[config.mk]
export PLATFORM = sky130hd
export DESIGN_NAME = usb_tx_scheduler_flat
export DESIGN_NICKNAME = d
export VERILOG_FILES = /design/src/rtl/usb_tx_scheduler_if.sv /design/src/rtl/usb_tx_scheduler.sv /design/src/flat_wrapper.sv
export SDC_FILE = /design/constraint.sdc
export NUM_CORES = 1
export LEC_CHECK = 0
export BUFFER_PORTS_ARGS = -buffer_cell sky130_fd_sc_hd__buf_2
export CORE_UTILIZATION = 40
export CTS_BUF_LIST = sky130_fd_sc_hd__clkbuf_8
export CTS_CLUSTER_SIZE = 30
export DETAILED_ROUTE_END_ITERATION = 16
export HOLD_SLACK_MARGIN = 0.08
export SLEW_MARGIN = 20
export SYNTH_ARGS = -nofsm -noshare
export SYNTH_HDL_FRONTEND = slang
export SYNTH_SLANG_ARGS = --single-unit
[constraint.sdc]
create_clock -name clk -period 2.9 [get_ports clk]
set_clock_uncertainty 0.2 [all_clocks]
set_input_delay 0.29 -clock clk [delete_from_list [all_inputs] [get_ports clk]]
set_output_delay 0.29 -clock clk [all_outputs]
set_load 0.005 [all_outputs]
[src/rtl/usb_tx_scheduler_if.sv]
// Handshake bundle between the protocol engine / usb_tx and the TX scheduler.
// The master side issues requests and tx_done; the slave side is the scheduler.
interface usb_tx_scheduler_if;
  logic       ack_req;
  logic       nak_req;
  logic       data_req;
  logic [6:0] buffer_occupancy;
  logic       tx_done;
  logic       clear_err;
  logic [2:0] tx_packet;
  logic       tx_busy;
  logic       pkt_sent;
  logic       timeout_err;

  modport master (
    output ack_req, nak_req, data_req, buffer_occupancy, tx_done, clear_err,
    input  tx_packet, tx_busy, pkt_sent, timeout_err
  );

  modport slave (
    input  ack_req, nak_req, data_req, buffer_occupancy, tx_done, clear_err,
    output tx_packet, tx_busy, pkt_sent, timeout_err
  );
endinterface

[src/rtl/usb_tx_scheduler.sv]
// USB transmit sequencer: latches ACK/NAK/DATA requests, issues one command at a time,
// waits for EOP (or watchdog expiry) and holds an inter-packet gap before the next.
module usb_tx_scheduler #(
  parameter int TIMEOUT_CYCLES = 6000,
  parameter int GAP_CYCLES     = 16,
  parameter int CNT_W          = 13
) (
  input  logic              clk,
  input  logic              rst,
  usb_tx_scheduler_if.slave bus
);

  typedef enum logic [1:0] {IDLE, ISSUE, WAIT, GAP} state_t;

  localparam logic [2:0]       PKT_IDLE = 3'd0;
  localparam logic [2:0]       PKT_DATA = 3'd1;
  localparam logic [2:0]       PKT_ACK  = 3'd2;
  localparam logic [2:0]       PKT_NAK  = 3'd3;
  localparam logic [CNT_W-1:0] WD_LAST  = CNT_W'(TIMEOUT_CYCLES - 1);
  localparam logic [CNT_W-1:0] GAP_LAST = CNT_W'(GAP_CYCLES - 1);

  state_t           state;
  logic [2:0]       pend;        // {nak, ack, data}
  logic [CNT_W-1:0] cnt;         // watchdog in WAIT, gap timer in GAP
  logic [2:0]       tx_packet_r;
  logic             tx_busy_r;
  logic             timeout_err_r;

  logic [2:0] req;
  logic [2:0] eff;
  logic [2:0] sel;
  logic [2:0] sel_code;
  logic [2:0] consumed;
  logic [2:0] pend_nxt;
  logic       issue;
  logic       done_ok;
  logic       expire;

  // A request arriving in IDLE is served directly so the command appears the next cycle.
  // If that request was not already pending it is consumed by the issue; a request that
  // merely repeats an already-pending type re-arms the bit for another round.
  always_comb begin
    req      = {bus.nak_req, bus.ack_req, bus.data_req};
    eff      = pend | req;
    sel      = 3'b000;
    sel_code = PKT_IDLE;
    if (eff[2]) begin
      sel      = 3'b100;
      sel_code = PKT_NAK;
    end else if (eff[1]) begin
      sel      = 3'b010;
      sel_code = PKT_ACK;
    end else if (eff[0]) begin
      sel      = 3'b001;
      sel_code = (bus.buffer_occupancy == 7'd0) ? PKT_NAK : PKT_DATA;
    end
    issue    = (state == IDLE) && (eff != 3'b000);
    consumed = issue ? (sel & ~pend) : 3'b000;
    pend_nxt = (pend & ~(issue ? sel : 3'b000)) | (req & ~consumed);
  end

  // tx_done wins over a simultaneous watchdog expiry.
  assign done_ok = (state == WAIT) && bus.tx_done;
  assign expire  = (state == WAIT) && !bus.tx_done && (cnt == WD_LAST);

  always_ff @(posedge clk) begin
    if (rst) begin
      state         <= IDLE;
      pend          <= 3'b000;
      cnt           <= '0;
      tx_packet_r   <= PKT_IDLE;
      tx_busy_r     <= 1'b0;
      timeout_err_r <= 1'b0;
    end else begin
      pend        <= pend_nxt;
      tx_packet_r <= PKT_IDLE;
      if (expire) begin
        timeout_err_r <= 1'b1;
      end else if (bus.clear_err) begin
        timeout_err_r <= 1'b0;
      end
      case (state)
        IDLE: begin
          if (issue) begin
            state       <= ISSUE;
            tx_packet_r <= sel_code;
            tx_busy_r   <= 1'b1;
          end
        end
        ISSUE: begin
          state <= WAIT;
          cnt   <= '0;
        end
        WAIT: begin
          if (done_ok || expire) begin
            state <= GAP;
            cnt   <= '0;
          end else begin
            cnt <= cnt + 1'b1;
          end
        end
        GAP: begin
          if (cnt == GAP_LAST) begin
            state     <= IDLE;
            tx_busy_r <= 1'b0;
            cnt       <= '0;
          end else begin
            cnt <= cnt + 1'b1;
          end
        end
        default: state <= IDLE;
      endcase
    end
  end

  assign bus.tx_packet   = tx_packet_r;
  assign bus.tx_busy     = tx_busy_r;
  assign bus.pkt_sent    = done_ok;
  assign bus.timeout_err = timeout_err_r;

endmodule

[src/flat_wrapper.sv]
// flat-port wrapper written by rule: the top's interface ports become plain ports
module usb_tx_scheduler_flat 
#(
  parameter int TIMEOUT_CYCLES = 6000,
  parameter int GAP_CYCLES     = 16,
  parameter int CNT_W          = 13
)
  (clk, rst, bus_ack_req, bus_nak_req, bus_data_req, bus_buffer_occupancy, bus_tx_done, bus_clear_err, bus_tx_packet, bus_tx_busy, bus_pkt_sent, bus_timeout_err);
  usb_tx_scheduler_if bus_i ();
  input  logic clk;
  input  logic rst;
  input wire logic [$bits(bus_i.ack_req)-1:0] bus_ack_req;
  input wire logic [$bits(bus_i.nak_req)-1:0] bus_nak_req;
  input wire logic [$bits(bus_i.data_req)-1:0] bus_data_req;
  input wire logic [$bits(bus_i.buffer_occupancy)-1:0] bus_buffer_occupancy;
  input wire logic [$bits(bus_i.tx_done)-1:0] bus_tx_done;
  input wire logic [$bits(bus_i.clear_err)-1:0] bus_clear_err;
  output wire logic [$bits(bus_i.tx_packet)-1:0] bus_tx_packet;
  output wire logic [$bits(bus_i.tx_busy)-1:0] bus_tx_busy;
  output wire logic [$bits(bus_i.pkt_sent)-1:0] bus_pkt_sent;
  output wire logic [$bits(bus_i.timeout_err)-1:0] bus_timeout_err;
  assign bus_i.ack_req = bus_ack_req;
  assign bus_i.nak_req = bus_nak_req;
  assign bus_i.data_req = bus_data_req;
  assign bus_i.buffer_occupancy = bus_buffer_occupancy;
  assign bus_i.tx_done = bus_tx_done;
  assign bus_i.clear_err = bus_clear_err;
  assign bus_tx_packet = bus_i.tx_packet;
  assign bus_tx_busy = bus_i.tx_busy;
  assign bus_pkt_sent = bus_i.pkt_sent;
  assign bus_timeout_err = bus_i.timeout_err;
  usb_tx_scheduler #(.TIMEOUT_CYCLES(TIMEOUT_CYCLES), .GAP_CYCLES(GAP_CYCLES), .CNT_W(CNT_W)) u_core (.clk(clk), .rst(rst), .bus(bus_i));
endmodule
==> results of run 1 <==
-- stage by stage --
step                      instance area, µm²  power [µW]  instances  hold WS (ns)  util, %
final                                   1400         952        203        0.0843     49.1
after global routing                    1400        1030        203         0.117     49.1
after CTS                               1400         960        203        0.0841     49.1
after detailed placement                1350         771        199         0.280     47.3
after global placement                  1350         761        199         0.269     47.3
after floorplan                         1250         668        156         0.229        -
-- per-layer routing --
metal / up-vias / share of wire (%) / track usage, %
li1: 594 / - / -
met1: 564 / 44 / 23.0
met2: 27 / 52 / 35.1
met3: 2 / 3.8 / 4.02
met4: 0 / 0.60 / 5.10
met5: - / 0 / 0
-- logic make-up (layout without fill, tap and decap cells) --
group / after synthesis / after routing / share of synthesized area [%]
DFF: 22 / 22 / 35.2
AOI/OAI and AO/OA: 37 / 37 / 21.2
adders and majority gates: 4 / 4 / 4.00
other: 1 / 1 / 0.300
and+or+nand+nor: 77 / 77 / 33.3
buffers and inverters: 14 / 30 / 5.11
muxes: 1 / 1 / 0.801
-- flip-flops by register name (all words and copies together) (netlist names) --
signal,count
u_core.cnt,13
u_core.pend,3
u_core.bus.tx_packet,2
u_core.state,2
u_core.bus.timeout_err,1
u_core.bus.tx_busy,1
-- layout make-up --
class | instances | area (µm²) | share of cell area [%]
tap | 31 | 38.8 | 2.77
clock buffer | 3 | 41.3 | 2.95
inverter | 7 | 26.3 | 1.88
sequential | 22 | 440 | 31.5
timing repair buffer | 20 | 108 | 7.69
multi-input combinational | 120 | 746 | 53.3
-- synth_stat cells --
master,count
sky130_fd_sc_hd__nor3b_1,1
sky130_fd_sc_hd__or4_1,1
sky130_fd_sc_hd__nand2b_1,1
sky130_fd_sc_hd__nor4b_2,1
sky130_fd_sc_hd__a22o_2,1
sky130_fd_sc_hd__dfxtp_1,22
sky130_fd_sc_hd__o41ai_4,2
sky130_fd_sc_hd__or3_4,1
sky130_fd_sc_hd__a41oi_1,1
sky130_fd_sc_hd__buf_4,1
sky130_fd_sc_hd__a32oi_1,1
sky130_fd_sc_hd__a21o_1,2
sky130_fd_sc_hd__a21oi_1,14
sky130_fd_sc_hd__inv_1,7
sky130_fd_sc_hd__nor2_1,15
sky130_fd_sc_hd__a221oi_1,1
sky130_fd_sc_hd__or4b_2,3
sky130_fd_sc_hd__nand2_1,17
sky130_fd_sc_hd__nor3_1,6
sky130_fd_sc_hd__and4_1,2
sky130_fd_sc_hd__nor2b_1,3
sky130_fd_sc_hd__ha_1,4
sky130_fd_sc_hd__clkbuf_1,5
sky130_fd_sc_hd__o311ai_1,1
sky130_fd_sc_hd__and3_1,2
sky130_fd_sc_hd__buf_6,1
sky130_fd_sc_hd__nand3b_1,3
sky130_fd_sc_hd__a31oi_1,3
sky130_fd_sc_hd__nor4_1,1
sky130_fd_sc_hd__conb_1,1
sky130_fd_sc_hd__a21oi_2,1
sky130_fd_sc_hd__o211ai_1,1
sky130_fd_sc_hd__mux2i_1,1
sky130_fd_sc_hd__and2_1,1
sky130_fd_sc_hd__and3_2,1
sky130_fd_sc_hd__or4_4,1
sky130_fd_sc_hd__or2_2,1
sky130_fd_sc_hd__o21ai_0,9
sky130_fd_sc_hd__nand3_1,16
-- power by group through the flow --
stage / Combinational [µW] / Sequential (µW) / Clock, µW
after global placement: 390 / 371 / 0
after global routing: 456 / 371 / 198
final: 401 / 367 / 184
after floorplan: 297 / 371 / 0
after detailed placement: 398 / 373 / 0
after CTS: 401 / 367 / 192
-- worst paths after layout --
kind / end / depth (start not counted) / from
setup / recovery: u_core.cnt[9]$_SDFFE_PP0P_ / 7 / u_core.state[0]$_SDFFE_PP0P_
hold / removal: u_core.pend[2]$_SDFF_PP0_ / 3 / bus_nak_req
setup reg to reg: u_core.cnt[9]$_SDFFE_PP0P_ / 7 / u_core.state[0]$_SDFFE_PP0P_
hold reg to reg: u_core.bus.tx_busy$_SDFFE_PP0P_ / 2 / u_core.bus.tx_busy$_SDFFE_PP0P_
-- critical path, stage by stage, from the launching register on --
cell and delay (ns):
sky130_fd_sc_hd__dfxtp_1 0.32, sky130_fd_sc_hd__inv_1 0.09, sky130_fd_sc_hd__ha_1 0.18, sky130_fd_sc_hd__nor2b_1 0.29
sky130_fd_sc_hd__o41ai_4 0.17, sky130_fd_sc_hd__a21oi_2 0.47, sky130_fd_sc_hd__or4b_2 0.63, sky130_fd_sc_hd__o21ai_0 0.10
==> impl_summary.md, run 1 <==
Drt
The routed wire length per instance is approximately 14 µm. In this run, the number of DRC markers left after iteration 0 of detailed routing was 62. Before antenna repair, the detailed router went through 4 iterations. The number of routed nets with antenna violations is 0. The wire length reported by the detailed router is 2820 µm.

The via count normalized by instance count is 5.85. The number of remaining DRC errors is 0. Across all layers, the routed design uses 1187 vias.

Clock network
The number of CTS-inserted buffers is 3. Gates resized during post-CTS repair numbered 0. The clock reaches the later pin of the worst-skew pair after 0.26 ns. The library cell used as clock root buffer is sky130_fd_sc_hd__clkbuf_8. The clock tree from TritonCTS is yes. CTS built an H-tree with a depth of 1. The setup fix buffers added after clock tree synthesis is 0. After clock tree synthesis, the flow added hold-fix buffers numbering 1. Clock-pin slew was measured on the worst setup and hold paths at 0.07 ns. Counting along the longest clock path gives a buffer depth of 2. Clock tree synthesis found a total of 22 sinks.

Critical path
Data on the critical path is required at its endpoint by ~2.9 ns. The worst register-to-register path has a setup slack of 0.37 ns. The critical path endpoint category is a flip-flop. The element type at the critical path start is a flip-flop. Of all nets on the critical path, the largest fanout is 13. The startpoint-to-endpoint class of the critical path is flip-flop to flip-flop.

Data on the critical path arrives at its endpoint at 2.52 ns.

GRT
After global routing the overflow that remains totals 0. The via count of the first global-routing pass is 1158. The initial antenna violation count is 0. The first global-routing pass estimated 5050 µm of wire. The combined global-route utilization of all metal layers is around 19%. The maximum number of pins on one net before global-route repair is 19.

Floorplan
In this run the vertical extent of the chip is 57.9 µm. The die width is approximately 58 µm. For this design the top-level I/O count stands at 20. The area enclosed by the die boundary is 3350 µm². The starting density of the core is 43.8%.

The core region is 2850 µm². The number of placement rows is 19.

Timing
Subtracting the final worst setup slack from the clock period gives between 2 and 3 ns. The post-route setup TNS is 0 ns. Setup repair after global routing left no endpoint under its margin. The number of pins exceeding their max-slew limit in the final report is 0.

Derived from the worst setup path, the maximum achievable clock frequency is 395 MHz. The number of setup violations in the final report is 0. The final cycle utilization of the critical path is around 87%. The number of endpoints with negative hold slack in the final report is 0.

Once routing completed, OpenROAD measured the worst setup slack at about 0.37 ns. The actual slew at the worst max-slew pin is 0.657 ns. The worst pin sits at a relative slew slack of 56.2%.

Yosys
Summed over all instances, the cell type with the most area after synthesis is sky130_fd_sc_hd__dfxtp_1. The number of nets produced by synthesis is 174. The number of instances in the synthesized netlist is 156. After synthesis, the netlist uses 39 different library cells. The synthesized cell area is 1250 µm². The share of Yosys cell area claimed by the top area cell type is 35.2%. Sequential cells were found to cover 35.2% of the synthesized design area. The average footprint of a synthesized cell is between 8 and 9 µm². Sorting the synthesized cells by area gives the leading types as sky130_fd_sc_hd__dfxtp_1 (35%), sky130_fd_sc_hd__nand3_1 (6.4%), sky130_fd_sc_hd__a21oi_1 (5.6%).

The number of synthesis warnings is 0. Synthesis inferred 22 register bits.

Run status
The flow ran to the end, and the final reports show no timing, DRC or antenna violations.

Finish
From synthesis to final layout, the design area changed by 12.0%. The number of antenna diodes in the final layout is 0. Counting the fill cells in the layout gives 303. In the layout the commonest cells are sky130_fd_sc_hd__dfxtp_1 (22), sky130_fd_sc_hd__buf_2 (18), sky130_fd_sc_hd__nand2_1 (17).

After the last flow step, the layout net total stands at ~190. In the final layout, the share of cells above drive strength 1 is 19.8%. Leaving out fill and tap cells, the most frequent cell in the layout is sky130_fd_sc_hd__dfxtp_1.

Pwr
The part of the total power dissipated in sequential elements is 38.5%. Dividing total power by cell area gives a power density of 680 nW/µm². The worst-case IR drop observed on VDD is around 0.00044 V. The static leakage power is 0.000542 µW. Summed over all nets, the switching power comes to 357 µW. The part of the power in combinational logic is 42.1%.

The proportion of total power due to net switching is 37.6%. The internal power of the cells totals 594 µW. Of the total power, the clock network draws 19.3%.

Place
Prior to clock tree synthesis, the placed netlist has a worst setup slack of a little under 0.4 ns. The HPWL reported at the end of detailed placement is 2070 µm. The number of port buffers is 18. The last weighted congestion value of the routability-driven placer is 0.785.

Flow run
The number of maximum-capacitance violations is 0.

Min path
The tightest min-delay check is of the input port to flip-flop type.
(Power assumes the default switching activity.)
==> run 2: changes to the inputs <==
- PLACE_DENSITY_LB_ADDON: default -> 0.08
==> run 2 against run 1 <==
Hold slack better by 0.0089 ns; first-iteration DRC count up 32%; utilization up 0.83 points; die area unchanged; sequential cell count unchanged; register-to-register slack about the same; routed wire length down 3.1%; sequential share of layout area down 0.53 points; power up 4.5%; fmax about the same; clock-buffer cell count up 1.
==> impl_summary.md, run 2 (synthesis gave the netlist of run 1 again) <==
Drt
The number of remaining DRC errors is 0 (unchanged). The first-pass detailed-route iteration total was 4 (unchanged). The count of vias placed by the detailed router was 1156 (-2.6%).

The wire length reported by the detailed router came to 2730 µm (-3.1%). The violation count after the first detailed-route iteration came to 82 (+32%). The routed wire length per instance is 13.3 µm (-4.0%). The number of routed nets with antenna violations is 0 (unchanged). The via count normalized by instance count is 5.64 (-3.6%).

Finish
The final antenna diode count came to 0 (unchanged). In the final layout, the registers with the most flip-flops are u_core.cnt: 13 flops, u_core.pend: 3 flops. The flip-flop count of the largest register after layout is 13 (unchanged). The filler cell count is 289 (-4.6%). Relative to the synthesized area, the layout overhead comes to 13.9%. The most common cell after layout, fill and taps aside is sky130_fd_sc_hd__dfxtp_1.

The largest register by flop count is u_core.cnt. The utilization after layout was 49.9% (+0.83 points). The share of cells above drive strength 1 is 20.1% (+0.35 points).

The final net count is 193 (+0.52%). The library cells used most frequently in the layout, excluding fill and tap cells, are sky130_fd_sc_hd__dfxtp_1 (22), sky130_fd_sc_hd__buf_2 (18), sky130_fd_sc_hd__nand2_1 (17).

Min path
The class of the most critical hold timing path is input port to flip-flop.

Run status
The flow ran to the end, and the final reports show no timing, DRC or antenna violations.

Timing
The normalized max-slew margin was 60.2% (+4.0 points). The post-route setup TNS came to 0 ns (unchanged). The final cycle utilization of the critical path is 87.2% (about the same). The number of setup violations in the final report was 0 (unchanged). Setup repair after global routing left no endpoint under its margin. The number of pins exceeding their max-slew limit in the final report is 0 (unchanged). The number of endpoints with negative hold slack in the final report is 0 (unchanged). The least setup slack across all paths after layout is 0.370 ns (+0.00144 ns). The actual slew at the worst max-slew pin was 0.596 ns (-0.0611 ns). The final period demand of the worst path is 2.53 ns (-0.00144 ns). The timing-limited maximum frequency is 395 MHz (about the same).

Critical path
The endpoint required time on the critical path was 2.89 ns (about the same). The cell type of the slowest stage on the worst timing path is sky130_fd_sc_hd__or4b_2. The data arrival time of the worst path came to 2.52 ns (about the same). The worst-path maximum fanout came to 13 (unchanged). The startpoint-to-endpoint class of the critical path is flip-flop to flip-flop.

The critical path endpoint category is a flip-flop. STA classifies the critical path startpoint as a flip-flop. The critical path goes through inv_1 -> ha_1 -> nor2b_1 -> o41ai_4 -> a21oi_2 -> or4b_2 -> o21ai_0. The peak per-stage delay on the critical path is 0.63 ns (about the same).

Place
The post-placement setup slack is 0.417 ns (+0.0303 ns). The HPWL reported at the end of detailed placement came to 1960 µm (-5.4%). The number of port buffers is 18 (unchanged). The last weighted congestion value of the routability-driven placer came to 0.771 (-1.8%).

Floorplan
The core box area is 2850 µm² (unchanged). The die span in y came to 57.9 µm (unchanged). The die width is 57.9 µm (unchanged). The starting density of the core is 43.8% (unchanged).

The number of top-level pins came to 20 (unchanged). The number of placement rows is 19 (unchanged). The area enclosed by the die boundary was 3350 µm² (unchanged).

Clock network
The clock tree from TritonCTS is yes. The number of clock sinks seen by CTS is 22 (unchanged). The number of CTS-inserted buffers is 3 (unchanged). The number of hold-repair buffers added at the cts stage is 2 (+1). The clock tree buffer depth is 2 (unchanged). The quantity of gates resized following cts is 0 (unchanged). The library cell used as clock root buffer is sky130_fd_sc_hd__clkbuf_8.

The clock latency of the later-clocked register in the worst-skew pair is 0.27 ns (about the same). The setup fix buffers added after clock tree synthesis is 0 (unchanged). The clock transition time at the flip-flop clock pins of the worst setup and hold paths is 0.08 ns (about the same). The number of H-tree levels is 1 (unchanged).

Pwr
The static leakage power came to 0.000553 µW (+2.1%). The sum of internal, switching and leakage power was 995 µW (+4.5%). The worst-case vdd ir drop is 0.000487 V (+10%). The ratio of total power to cell area is 699 nW/µm² (+2.8%).

GRT
The first-pass GRT wire length was 5040 µm (-0.26%). The global-route congestion overflow total is 0 (unchanged). The initial antenna violation count is 0 (unchanged). The combined global-route utilization of all metal layers is 18.9% (-0.40 points). The maximum number of pins on one net before global-route repair is 18 (-1).

The via count of the first global-routing pass is 1102 (-4.8%).

Flow run
The number of maximum-capacitance violations is 0 (unchanged).
[run 2: cell count changes in the layout (fill, tap and decap cells not counted), sizes merged]
cell / delta
clkbuf: +1
dlygate4sd3: +1
[run 2: worst paths after layout]
kind,start,end,slack [ns],cells after the start
max,u_core.state[0]$_SDFFE_PP0P_,u_core.cnt[9]$_SDFFE_PP0P_,0.37,7
min,bus_buffer_occupancy[5],u_core.bus.tx_packet[1]$_SDFF_PP0_,0.09,4
max reg2reg,u_core.state[0]$_SDFFE_PP0P_,u_core.cnt[9]$_SDFFE_PP0P_,0.37,7
min reg2reg,u_core.pend[1]$_SDFF_PP0_,u_core.pend[1]$_SDFF_PP0_,0.29,2
[run 2: per-layer routing]
layer	up-vias	share of wire, %	global-route usage (%)
met2	22	43	29.6
li1	601	-	-
met4	0	0.37	2.38
met3	3	4.1	4.91
met5	-	0	0
met1	530	52	27.0
[run 2: critical path: cells and delay by family (launching register included)]
kind | cells | cell delay (ns)
AOI/OAI and AO/OA | 3 | 0.75
adders and majority gates | 1 | 0.19
buffers and inverters | 1 | 0.10
DFF | 1 | 0.32
and+or+nand+nor | 2 | 0.90
[run 2: where the power goes]
group | switching [µW] | internal [µW] | total (µW)
logic | 241 | 160 | 401
registers | 22.9 | 343 | 366
clock network | 107 | 121 | 228
[run 2: per-stage QoR]
stage / std cells / hold WS (ns) / instance area (µm²)
after CTS: 205 / 0.0949 / 1420
after detailed placement: 199 / 0.280 / 1350
after global routing: 205 / 0.123 / 1420
after floorplan: 156 / 0.229 / 1250
after global placement: 199 / 0.271 / 1350
final: 205 / 0.0932 / 1420
[run 2: cell type report]
| cell class | instances | area [µm²] | share of cell area [%] |
|---|---|---|---|
| repair buffers | 21 | 118 | 8.26 |
| inverters | 7 | 26.3 | 1.85 |
| flip-flops and latches | 22 | 440 | 30.9 |
| well taps | 31 | 38.8 | 2.72 |
| clock buffers | 4 | 55.1 | 3.87 |
| multi-input cells | 120 | 746 | 52.4 |
